==> config.mk <==
export PLATFORM = sky130hd
export DESIGN_NAME = dmem_arbiter
export DESIGN_NICKNAME = d
export VERILOG_FILES = /design/src/rtl/dmem_arbiter.sv
export SDC_FILE = /design/constraint.sdc
export NUM_CORES = 1
export LEC_CHECK = 0
export CORE_MARGIN = 5
export CORE_UTILIZATION = 38
export DETAILED_ROUTE_END_ITERATION = 10
export PLACE_DENSITY = 0.94
export SLEW_MARGIN = 20
export SYNTH_ARGS = -nofsm -noshare
export SYNTH_HDL_FRONTEND = slang
export SYNTH_SLANG_ARGS = --single-unit
==> constraint.sdc <==
create_clock -name clk -period 1.8 [get_ports clk]
set_clock_uncertainty 0.2 [all_clocks]
set_input_delay 0.18 -clock clk [delete_from_list [all_inputs] [get_ports clk]]
set_output_delay 0.18 -clock clk [all_outputs]
set_load 0.01 [all_outputs]
==> src/rtl/dmem_arbiter.sv <==
// dmem_arbiter: shares one single-port data memory between the core LSU
// (port 0) and the DMA/debug port (port 1). It grants requests round-robin
// and keeps one request in flight at a time. Byte-masked stores become a
// read followed by a merged write, because the memory has no byte enables.
module dmem_arbiter #(
    parameter int DATA_WIDTH = 32,
    parameter int ADDR_WIDTH = 10,
    localparam int BE_WIDTH  = DATA_WIDTH / 8
) (
    input  logic                  clk,
    input  logic                  rst_n,
    input  logic                  req0_valid,
    output logic                  req0_ready,
    input  logic                  req0_write,
    input  logic [ADDR_WIDTH-1:0] req0_addr,
    input  logic [DATA_WIDTH-1:0] req0_wdata,
    input  logic [BE_WIDTH-1:0]   req0_be,
    output logic                  rsp0_valid,
    output logic [DATA_WIDTH-1:0] rsp0_rdata,
    input  logic                  req1_valid,
    output logic                  req1_ready,
    input  logic                  req1_write,
    input  logic [ADDR_WIDTH-1:0] req1_addr,
    input  logic [DATA_WIDTH-1:0] req1_wdata,
    input  logic [BE_WIDTH-1:0]   req1_be,
    output logic                  rsp1_valid,
    output logic [DATA_WIDTH-1:0] rsp1_rdata,
    output logic                  mem_read,
    output logic                  mem_write,
    output logic [ADDR_WIDTH-1:0] mem_address,
    output logic [DATA_WIDTH-1:0] mem_write_data,
    input  logic [DATA_WIDTH-1:0] mem_read_data
);

    typedef enum logic [1:0] {
        ST_IDLE      = 2'd0,
        ST_RMW_MERGE = 2'd1,
        ST_RESP      = 2'd2
    } state_t;

    localparam logic [BE_WIDTH-1:0] BE_ALL  = {BE_WIDTH{1'b1}};
    localparam logic [BE_WIDTH-1:0] BE_NONE = {BE_WIDTH{1'b0}};

    // Byte i of the result comes from new_d when be[i] is set, else from old_d.
    function automatic logic [DATA_WIDTH-1:0] merge_bytes(
        input logic [DATA_WIDTH-1:0] new_d,
        input logic [DATA_WIDTH-1:0] old_d,
        input logic [BE_WIDTH-1:0]   be
    );
        logic [DATA_WIDTH-1:0] m;
        m = old_d;
        for (int i = 0; i < BE_WIDTH; i++) begin
            if (be[i]) begin
                m[i*8 +: 8] = new_d[i*8 +: 8];
            end else begin
                m[i*8 +: 8] = old_d[i*8 +: 8];
            end
        end
        return m;
    endfunction

    state_t                state_r;
    logic                  last_grant_r;
    logic                  id_r;
    logic                  write_r;
    logic [ADDR_WIDTH-1:0] addr_r;
    logic [DATA_WIDTH-1:0] wdata_r;
    logic [BE_WIDTH-1:0]   be_r;

    logic                  any_valid_s;
    logic                  grant_s;
    logic                  sel_write_s;
    logic [ADDR_WIDTH-1:0] sel_addr_s;
    logic [DATA_WIDTH-1:0] sel_wdata_s;
    logic [BE_WIDTH-1:0]   sel_be_s;
    logic                  accept_s;
    logic                  partial_s;

    // Pick the winning port and mux its request fields.
    always_comb begin
        any_valid_s = req0_valid | req1_valid;
        if (req0_valid && req1_valid) begin
            grant_s = ~last_grant_r;
        end else if (req0_valid) begin
            grant_s = 1'b0;
        end else begin
            grant_s = 1'b1;
        end
        sel_write_s = grant_s ? req1_write : req0_write;
        sel_addr_s  = grant_s ? req1_addr  : req0_addr;
        sel_wdata_s = grant_s ? req1_wdata : req0_wdata;
        sel_be_s    = grant_s ? req1_be    : req0_be;
        partial_s   = sel_write_s && (sel_be_s != BE_ALL) && (sel_be_s != BE_NONE);
        accept_s    = rst_n && (state_r == ST_IDLE) && any_valid_s;
    end

    // Sequencer: latch the accepted request and walk IDLE -> (RMW_MERGE) -> RESP.
    always_ff @(posedge clk or negedge rst_n) begin
        if (!rst_n) begin
            state_r      <= ST_IDLE;
            last_grant_r <= 1'b1;
            id_r         <= 1'b0;
            write_r      <= 1'b0;
            addr_r       <= {ADDR_WIDTH{1'b0}};
            wdata_r      <= {DATA_WIDTH{1'b0}};
            be_r         <= BE_NONE;
        end else begin
            case (state_r)
                ST_IDLE: begin
                    if (accept_s) begin
                        last_grant_r <= grant_s;
                        id_r         <= grant_s;
                        write_r      <= sel_write_s;
                        addr_r       <= sel_addr_s;
                        wdata_r      <= sel_wdata_s;
                        be_r         <= sel_be_s;
                        state_r      <= partial_s ? ST_RMW_MERGE : ST_RESP;
                    end else begin
                        state_r <= ST_IDLE;
                    end
                end
                ST_RMW_MERGE: state_r <= ST_RESP;
                ST_RESP:      state_r <= ST_IDLE;
                default:      state_r <= ST_IDLE;
            endcase
        end
    end

    // Handshake, memory strobes and response pulses; all held low in reset.
    always_comb begin
        req0_ready     = 1'b0;
        req1_ready     = 1'b0;
        rsp0_valid     = 1'b0;
        rsp1_valid     = 1'b0;
        rsp0_rdata     = {DATA_WIDTH{1'b0}};
        rsp1_rdata     = {DATA_WIDTH{1'b0}};
        mem_read       = 1'b0;
        mem_write      = 1'b0;
        mem_address    = {ADDR_WIDTH{1'b0}};
        mem_write_data = {DATA_WIDTH{1'b0}};
        if (!rst_n) begin
            mem_read = 1'b0;
        end else begin
            case (state_r)
                ST_IDLE: begin
                    if (any_valid_s) begin
                        req0_ready  = ~grant_s;
                        req1_ready  = grant_s;
                        mem_address = sel_addr_s;
                        if (!sel_write_s) begin
                            mem_read = 1'b1;
                        end else if (sel_be_s == BE_ALL) begin
                            mem_write      = 1'b1;
                            mem_write_data = sel_wdata_s;
                        end else if (sel_be_s == BE_NONE) begin
                            mem_read = 1'b0;
                        end else begin
                            mem_read = 1'b1;
                        end
                    end else begin
                        mem_read = 1'b0;
                    end
                end
                ST_RMW_MERGE: begin
                    mem_write      = 1'b1;
                    mem_address    = addr_r;
                    mem_write_data = merge_bytes(wdata_r, mem_read_data, be_r);
                end
                ST_RESP: begin
                    if (id_r) begin
                        rsp1_valid = 1'b1;
                        rsp1_rdata = write_r ? {DATA_WIDTH{1'b0}} : mem_read_data;
                    end else begin
                        rsp0_valid = 1'b1;
                        rsp0_rdata = write_r ? {DATA_WIDTH{1'b0}} : mem_read_data;
                    end
                end
                default: begin
                    mem_read = 1'b0;
                end
            endcase
        end
    end

endmodule

==> impl_metrics.yaml, run 1 <==
clocking:
  root_buffer: "clkbuf_8"
  cts_htree_levels: 2
  clock_path_buffers: 2
  numCtsBuffers: 5
  cts.sinks: 51
synthesis:
  synth_edf_count: 0
  yosys_warnings: 0
  synthArstFlopShare_pct: 100
  syn-cell-area_um2: 3870
  syn-instance-count: 417
  syn-num-nets: 547
  avgSynthCellArea_um2: 9.29
  synth-seq-cells: 51
  synth_top_flop_cell: "dfrtp_1"
  ys_seq_area_share_pct: 33.0
  synth_cell_type_count: 37
die:
  start_util_pct: 39.3
  num_rows: 36
  die_y_um: 111
  die_width_um: 111
  ioPinCount: 242
place:
  routabilityCongestion: 0.901
  io_buffers: 241
  hpwl_um: 12100
global_routing:
  grt_max_degree: 44
outcome:
  outcome: "did not finish"
  stop_stage: "global routing"
  error_line: "[ERROR DPL-0038] Utilization greater than 100%, impossible to legalize"
sta:
  crit_endpoint: "mem_write_data[2]"
  endpoint_type: "top-level output"
-- Yosys cell counts, types with 2 or more instances --
cell / n / area share [%]
o22ai_1: 5 / 0.81
a21oi_1: 47 / 6.1
buf_2: 7 / 0.90
nand3_1: 2 / 0.26
buf_4: 10 / 1.9
o22ai_2: 29 / 9.4
o21ai_0: 5 / 0.65
a31oi_1: 3 / 0.48
o21ai_1: 4 / 0.52
or4_1: 2 / 0.39
clkbuf_1: 6 / 0.58
nor3_2: 2 / 0.52
and2_1: 66 / 11
nand4_1: 2 / 0.32
nand2_1: 16 / 1.5
buf_6: 8 / 2.3
inv_1: 3 / 0.29
mux2i_1: 77 / 20
dfrtp_1: 50 / 32
nor2_1: 53 / 5.1
buf_1: 4 / 0.39
-- cells by family after synthesis --
| family | Yosys count | synth area share, % |
|---|---|---|
| AO/OA/AOI/OAI | 98 | 19.3 |
| multiplexers | 77 | 19.9 |
| buffers and inverters | 39 | 6.52 |
| AND/OR/NAND/NOR | 152 | 21.3 |
| flip-flops | 51 | 33.0 |
-- through the flow --
step | area [um^2] | worst slack [ns] | std cells
2_1_floorplan | 3880 | 0.0154 | 417
3_5_place_dp | 7040 | -0.837 | 850
4_1_cts | 8630 | -0.567 | 945
3_3_place_gp | 7040 | -0.756 | 850
-- repair_timing --
| item | CTS |
|---|---|
| endpoints found under the setup margin | 162 |
| gates cloned | 19 |
| hold buffers | 1 |
| resized for setup | 687 |
| endpoints found under the hold margin | 51 |
| pin swaps | 34 |
| buffers inserted | 70 |
==> inputs of run 2 (changes only) <==
- PLACE_DENSITY: 0.94 -> default
- PLACE_DENSITY_LB_ADDON: default -> 0.15
==> run 2 against run 1 <==
The flow now finishes, with violations (setup timing). Synthesized area did not move. Synthesized cell count did not move.
==> impl_metrics.yaml, run 2 <==
outcome:
  outcome: "finished, violations left"
  violations: "setup timing"
synthesis:
  synth_edf_count: 0
  yosys.area_share.xor_xnor_pct: 0
  yosys_warnings: 0
  synth_compound_area_share_pct: 19.3
  ys_seq_area_share_pct: 33.0
  synth_cell_type_count: 37
  syn-num-nets: 547
  synth_mux_area_share_pct: 19.9
  yosysMostFrequentCell: "mux2i_1"
  yosys.area.top_type_share_pct: 32.3
  synth_top_flop_cell: "dfrtp_1"
  synth-seq-cells: 51
  synthArstFlopShare_pct: 100
  syn-cell-area_um2: 3870
  syn-instance-count: 417
  yosysTopAreaCell: "dfrtp_1"
  yosys.area_share.adder_pct: 0
  synth_area_leaders: "dfrtp_1, mux2i_1, and2_1"
  yosys-top-cells-count: "mux2i_1, and2_1, nor2_1"
  synth_top_family_by_area: "simple AND/OR/NAND/NOR gates"
  avgSynthCellArea_um2: 9.29
  yosys.area_share.simple_pct: 21.3
global_routing:
  grt_usage_pct: 27.0
  antenna_found_initial: 1
  grt_busiest_layer: "met2"
  gr-usage-met2_pct: 48.4
  grt_remaining_overflow: 0
  grt_pass1_wl_um: 27000
  use_met3_pct: 6.99
  grt_pass1_vias: 4933
  grt_max_degree: 97
  gr-usage-met1_pct: 30.9
sta:
  slew_headroom_pct: 55.8
  slew_viol_final: 0
  setup_ws_ns: -0.456
  worst_hold_slack_ns: 0.252
  min_period_ns: 2.26
  fin_crit_sh_pct: 125
  tns_ns: -35.91
  worst_pin_slew_ns: 0.663
  rsz0062_at_grt: "yes"
  timing.fmax_ghz: 0.443
  setup_viol: 120
  hold_viol_final: 0
worst_setup_path:
  arrival_ns: 1.88
  endpoint_kind: "output pin"
  worstPathRequired_ns: 1.42
  worstSetupPathType: "flip-flop to output pin"
  start_kind: "flip-flop"
  critPathMaxFanout: 15
clocking:
  cts_htree_levels: 2
  root_buffer: "clkbuf_8"
  clk_pin_slew_ns: 0.10
  clock_path_buffers: 2
  cts.sinks: 51
  numCtsBuffers: 5
  tritoncts: "done"
  insertion_delay_ns: 0.31
place:
  io_buffers: 241
  hpwl_um: 11200
  dpl_cell_area_um2: 6980
  dp_slack_ns: -0.806
  routabilityCongestion: 0.855
pwr:
  powerDensity_nw_per_um2: 637
  p_leak_nw: 3.74
  comb_power_share_pct: 53.4
  clkPwrFrac_pct: 12.6
  switching_power_mw: 1.99
  peakVddDrop_mv: 0.447
  switching_share_pct: 37.2
  seqPwrFrac_pct: 34.0
  p_int_mw: 3.36
detailed_routing:
  routed_wl_um: 19500
  vias: 4811
  antenna_left: 0
  wl_per_cell_um: 21.8
  drtIter0Drc: 191
  via_per_inst: 5.38
  drc: 0
  firstDrtPassIters: 4
die:
  start_util_pct: 39.3
  core_area_um2: 9860
  num_rows: 36
  die_area_um2: 12300
  die_y_um: 111
  die_width_um: 111
  ioPinCount: 242
layout:
  multi_input_area_um2: 3120
  syn_to_final_growth_pct: 117
  top_register: "wdata_r"
  nNetsFinal: 890
  largestRegisters: "wdata_r x32, addr_r x10, be_r x4"
  seq_area_um2: 1280
  final_common_cell: "clkdlybuf4s50_1"
  final_cell_mix: "clkdlybuf4s50_1, buf_6, buf_4"
  diodes: 0
  final_util_pct: 85.1
  nFillCells: 517
  design_area_um2: 8400
  largest_reg_flops: 32
  drive_above_1_share_pct: 56.2
flow_run:
  cap_violations: 0
worst_hold_path:
  hp-class: "primary input to async pin"
## run 2: cell counts after synthesis
No cell type changed its count.
## run 2: kinds of logic (layout without fill, tap and decap cells)
group | Yosys count | in the layout
DFF | 51 | 51
buffers and inverters | 39 | 382
AOI/OAI and AO/OA | 98 | 98
and+or+nand+nor | 152 | 153
muxes | 77 | 77
## run 2: area by class of cell
class,count,area share (%)
clock buffer,6,0.864
tap,133,1.98
multi-input combinational,328,37.1
inverter,4,0.179
clock inverter,2,0.149
timing repair buffer,370,44.5
sequential,51,15.2
## run 2: worst paths after layout
path,startpoint,endpoint,slack (ns),cells after the start
setup / recovery,last_grant_r$_DFFE_PN1P_,mem_write_data[9],-0.46,6
hold / removal,rst_n,write_r$_DFFE_PN0P_,0.25,3
setup reg to reg,last_grant_r$_DFFE_PN1P_,wdata_r[1]$_DFFE_PN0P_,-0.06,7
hold reg to reg,addr_r[4]$_DFFE_PN0P_,addr_r[4]$_DFFE_PN0P_,0.34,2
max in group asynchronous,rst_n,id_r$_DFFE_PN0P_,0.41,3
min in group clk,req1_addr[0],addr_r[0]$_DFFE_PN0P_,0.31,3
## run 2: per-stage QoR
stage               cells  power (mW)
finish                894        5.35
global route          894        5.61
CTS                   888        4.95
detailed placement    842        3.91
global placement      842        3.84
floorplan             417        2.87
## run 2: power by group through the flow
stage               Combinational [mW]  Clock, mW  Sequential (mW)
floorplan                         1.23          0             1.64
global placement                  2.05          0             1.79
detailed placement                2.10          0             1.82
CTS                               2.48      0.678             1.79
global route                      3.03      0.729             1.85
finish                            2.86      0.674             1.82
## run 2: worst max-delay path, cell delays in order, from the launching register on
cell,delay [ns]
dfstp_2,0.54
nand2b_4,0.17
a211oi_2,0.10
o21ai_4,0.30
buf_12,0.21
o22ai_2,0.09
buf_2,0.15
## run 2: repair_timing
item                       CTS  global route
cloned                       7             6
pin swaps                   27            40
hold endpoints to repair    50             0
gates resized for setup    574           188
setup endpoints to repair  163           162
setup buffers               30             9
hold buffers                 1             0
## run 2: routing by layer
layer  wire length [um]  share of wire, %  vias to the layer above
li1                   -                 -                     2169
met1               7300                37                     2350
met2              10100                52                      239
met3               1490               7.6                       51
met4                652               3.3                        2
met5                  7             0.036                        -
(Power assumes the default switching activity.)
==> inputs of run 3 (changes only) <==
- PLACE_DENSITY: default -> 0.83
- PLACE_DENSITY_LB_ADDON: 0.15 -> default
- SETUP_SLACK_MARGIN: default -> 0.3
==> run 3 against run 2 <==
The run still ends with setup timing left. Sequential share of layout area fell by 1.8 points. Global-route usage down 0.085 points. First-iteration DRC count increased by 120%. Cell area grew 13%. Sequential power is 10% higher. Clock power rose by 7.3%. Worst hold slack improved by 0.088 ns. Worst setup slack worse by 0.21 ns. Cell count rose by 3.9%. Count of clock-buffer cells in the layout did not move. Critical path type unchanged.
==> impl_metrics.yaml, run 3 (same netlist as run 2, synthesis figures left out) <==
pwr:
  peakVddDrop_mv: 0.463
  powerDensity_nw_per_um2: 694
  p_leak_nw: 4.07
  finalPower_mw: 6.60
clocking:
  tritoncts: "done"
  cts_htree_levels: 2
  clock_path_buffers: 2
  insertion_delay_ns: 0.32
  cts.sinks: 51
  clk_pin_slew_ns: 0.11
  root_buffer: "clkbuf_8"
  numCtsBuffers: 5
sta:
  slew_headroom_pct: 59.8
  rsz0062_at_grt: "yes"
  min_period_ns: 2.47
  setup_ws_ns: -0.671
  hold_viol_final: 0
  timing.fmax_ghz: 0.405
  worst_pin_slew_ns: 0.604
  slew_viol_final: 0
  setup_viol: 162
  fin_crit_sh_pct: 137
  worst_hold_slack_ns: 0.340
outcome:
  violations: "setup timing"
  outcome: "finished, violations left"
place:
  routabilityCongestion: 0.854
  io_buffers: 241
  dpl_cell_area_um2: 7370
  hpwl_um: 11400
  dp_slack_ns: -0.742
layout:
  syn_to_final_growth_pct: 145
  largest_reg_flops: 32
  top_register: "wdata_r"
  final_common_cell: "clkdlybuf4s50_1"
  nFillCells: 179
  design_area_um2: 9500
  diodes: 0
  largestRegisters: "wdata_r x32, addr_r x10, be_r x4"
  final_cell_mix: "clkdlybuf4s50_1, buf_6, buf_4"
  drive_above_1_share_pct: 67.8
  final_util_pct: 96.3
  nNetsFinal: 925
global_routing:
  antenna_found_initial: 0
  grt_pass1_wl_um: 26900
  grt_max_degree: 97
  grt_remaining_overflow: 0
  grt_usage_pct: 26.9
  grt_pass1_vias: 4989
worst_setup_path:
  path_delay_family: "flip-flops"
  worstSetupPathType: "flip-flop to output pin"
  worst_r2r_endpoint: "write_r$_DFFE_PN0P_"
  reg2reg_depth: 9
  critPathMaxFanout: 5
  r2r_start: "state_r[1]$_DFF_PN0_"
  crit_chain: "nand2b_4 > buf_6 > nand2_8 > mux2i_1 > buf_4 > o22ai_2 > buf_2"
  endpoint_kind: "output pin"
  arrival_ns: 2.09
  worstPathRequired_ns: 1.42
  cp_slowest_cell: "dfstp_2"
  r2r_setup_slack_ns: -0.41
  crit_buf_inv: 3
  slowest_delay_ns: 0.58
  start_kind: "flip-flop"
  setup.worst_path.start: "last_grant_r$_DFFE_PN1P_"
detailed_routing:
  wl_per_cell_um: 29.1
  firstDrtPassIters: 5
  drtIter0Drc: 426
  via_per_inst: 6.15
  antenna_left: 0
  vias: 5716
  routed_wl_um: 27100
  drc: 0
die:
  die_y_um: 111
  die_area_um2: 12300
  die_width_um: 111
  start_util_pct: 39.3
  core_area_um2: 9860
  num_rows: 36
  ioPinCount: 242
worst_hold_path:
  whs_path_depth: 5
  hp-start: "rst_n"
  hp-class: "primary input to flip-flop"
  min_to: "state_r[1]$_DFF_PN0_"
flow_run:
  cap_violations: 0
-- run 3: cell types whose count changed in the layout (fill, tap and decap cells not counted), moves of 4 or more --
cell,previous run,this run
a21oi_1,29,2
nor2_1,50,5
o22ai_4,0,5
a21oi_2,17,45
buf_6,95,99
nor2_2,3,10
nor2_4,1,39
buf_12,12,17
buf_16,6,10
clkbuf_16,5,14
buf_4,72,90
-- run 3: stage by stage --
stage	instances	setup TNS, ns
CTS	886	-53.97
finish	929	-67.16
global route	929	-71.45
global placement	847	-72.77
floorplan	417	0
detailed placement	847	-77.69
-- run 3: worst max-delay path by stage --
stage	to	cells past startpoint
after detailed placement	mem_write_data[1]	7
after CTS	mem_write_data[17]	6
after floorplan	mem_write_data[10]	6
after global placement	mem_write_data[0]	7
final	mem_write_data[31]	7
after global routing	mem_write_data[2]	7
-- run 3: report_power, final --
| part | leakage (nW) | switching (mW) | internal (mW) | total [mW] |
|---|---|---|---|---|
| registers | 0.561 | 0.527 | 1.48 | 2.01 |
| clock network | 0.0412 | 0.449 | 0.274 | 0.723 |
| logic | 3.47 | 1.77 | 2.10 | 3.86 |
| total | 4.07 | 2.74 | 3.86 | 6.60 |
-- run 3: layer usage --
layer  track usage (%)  share of wire [%]  vias up
met1              30.2                 33     2795
met2              49.9                 50      496
li1                  -                  -     2247
met3              6.50                9.5      178
met5                 0                  0        -
met4              8.21                7.6        0
-- run 3: layout make-up --
cell class / instances / area [um^2] / share of cell area [%]
clock buffers: 6 / 72.6 / 0.764
well taps: 133 / 166 / 1.75
multi-input cells: 328 / 3650 / 38.4
repair buffers: 405 / 4310 / 45.3
clock inverters: 2 / 12.5 / 0.132
inverters: 4 / 15.0 / 0.158
flip-flops and latches: 51 / 1280 / 13.5
-- run 3: worst min-delay path, cell delays in order --
cell and delay [ns]:
buf_2 0.15, nand2b_4 0.10, or3_4 0.17, buf_4 0.15
o22ai_1 0.07
-- run 3: timing repair --
item	4_1_cts	5_1_grt
setup buffers	23	21
hold buffers	1	0
pin swaps	13	33
resized for setup	579	205
cloned	7	22
hold endpoints to repair	50	0
endpoints found under the setup margin	163	163
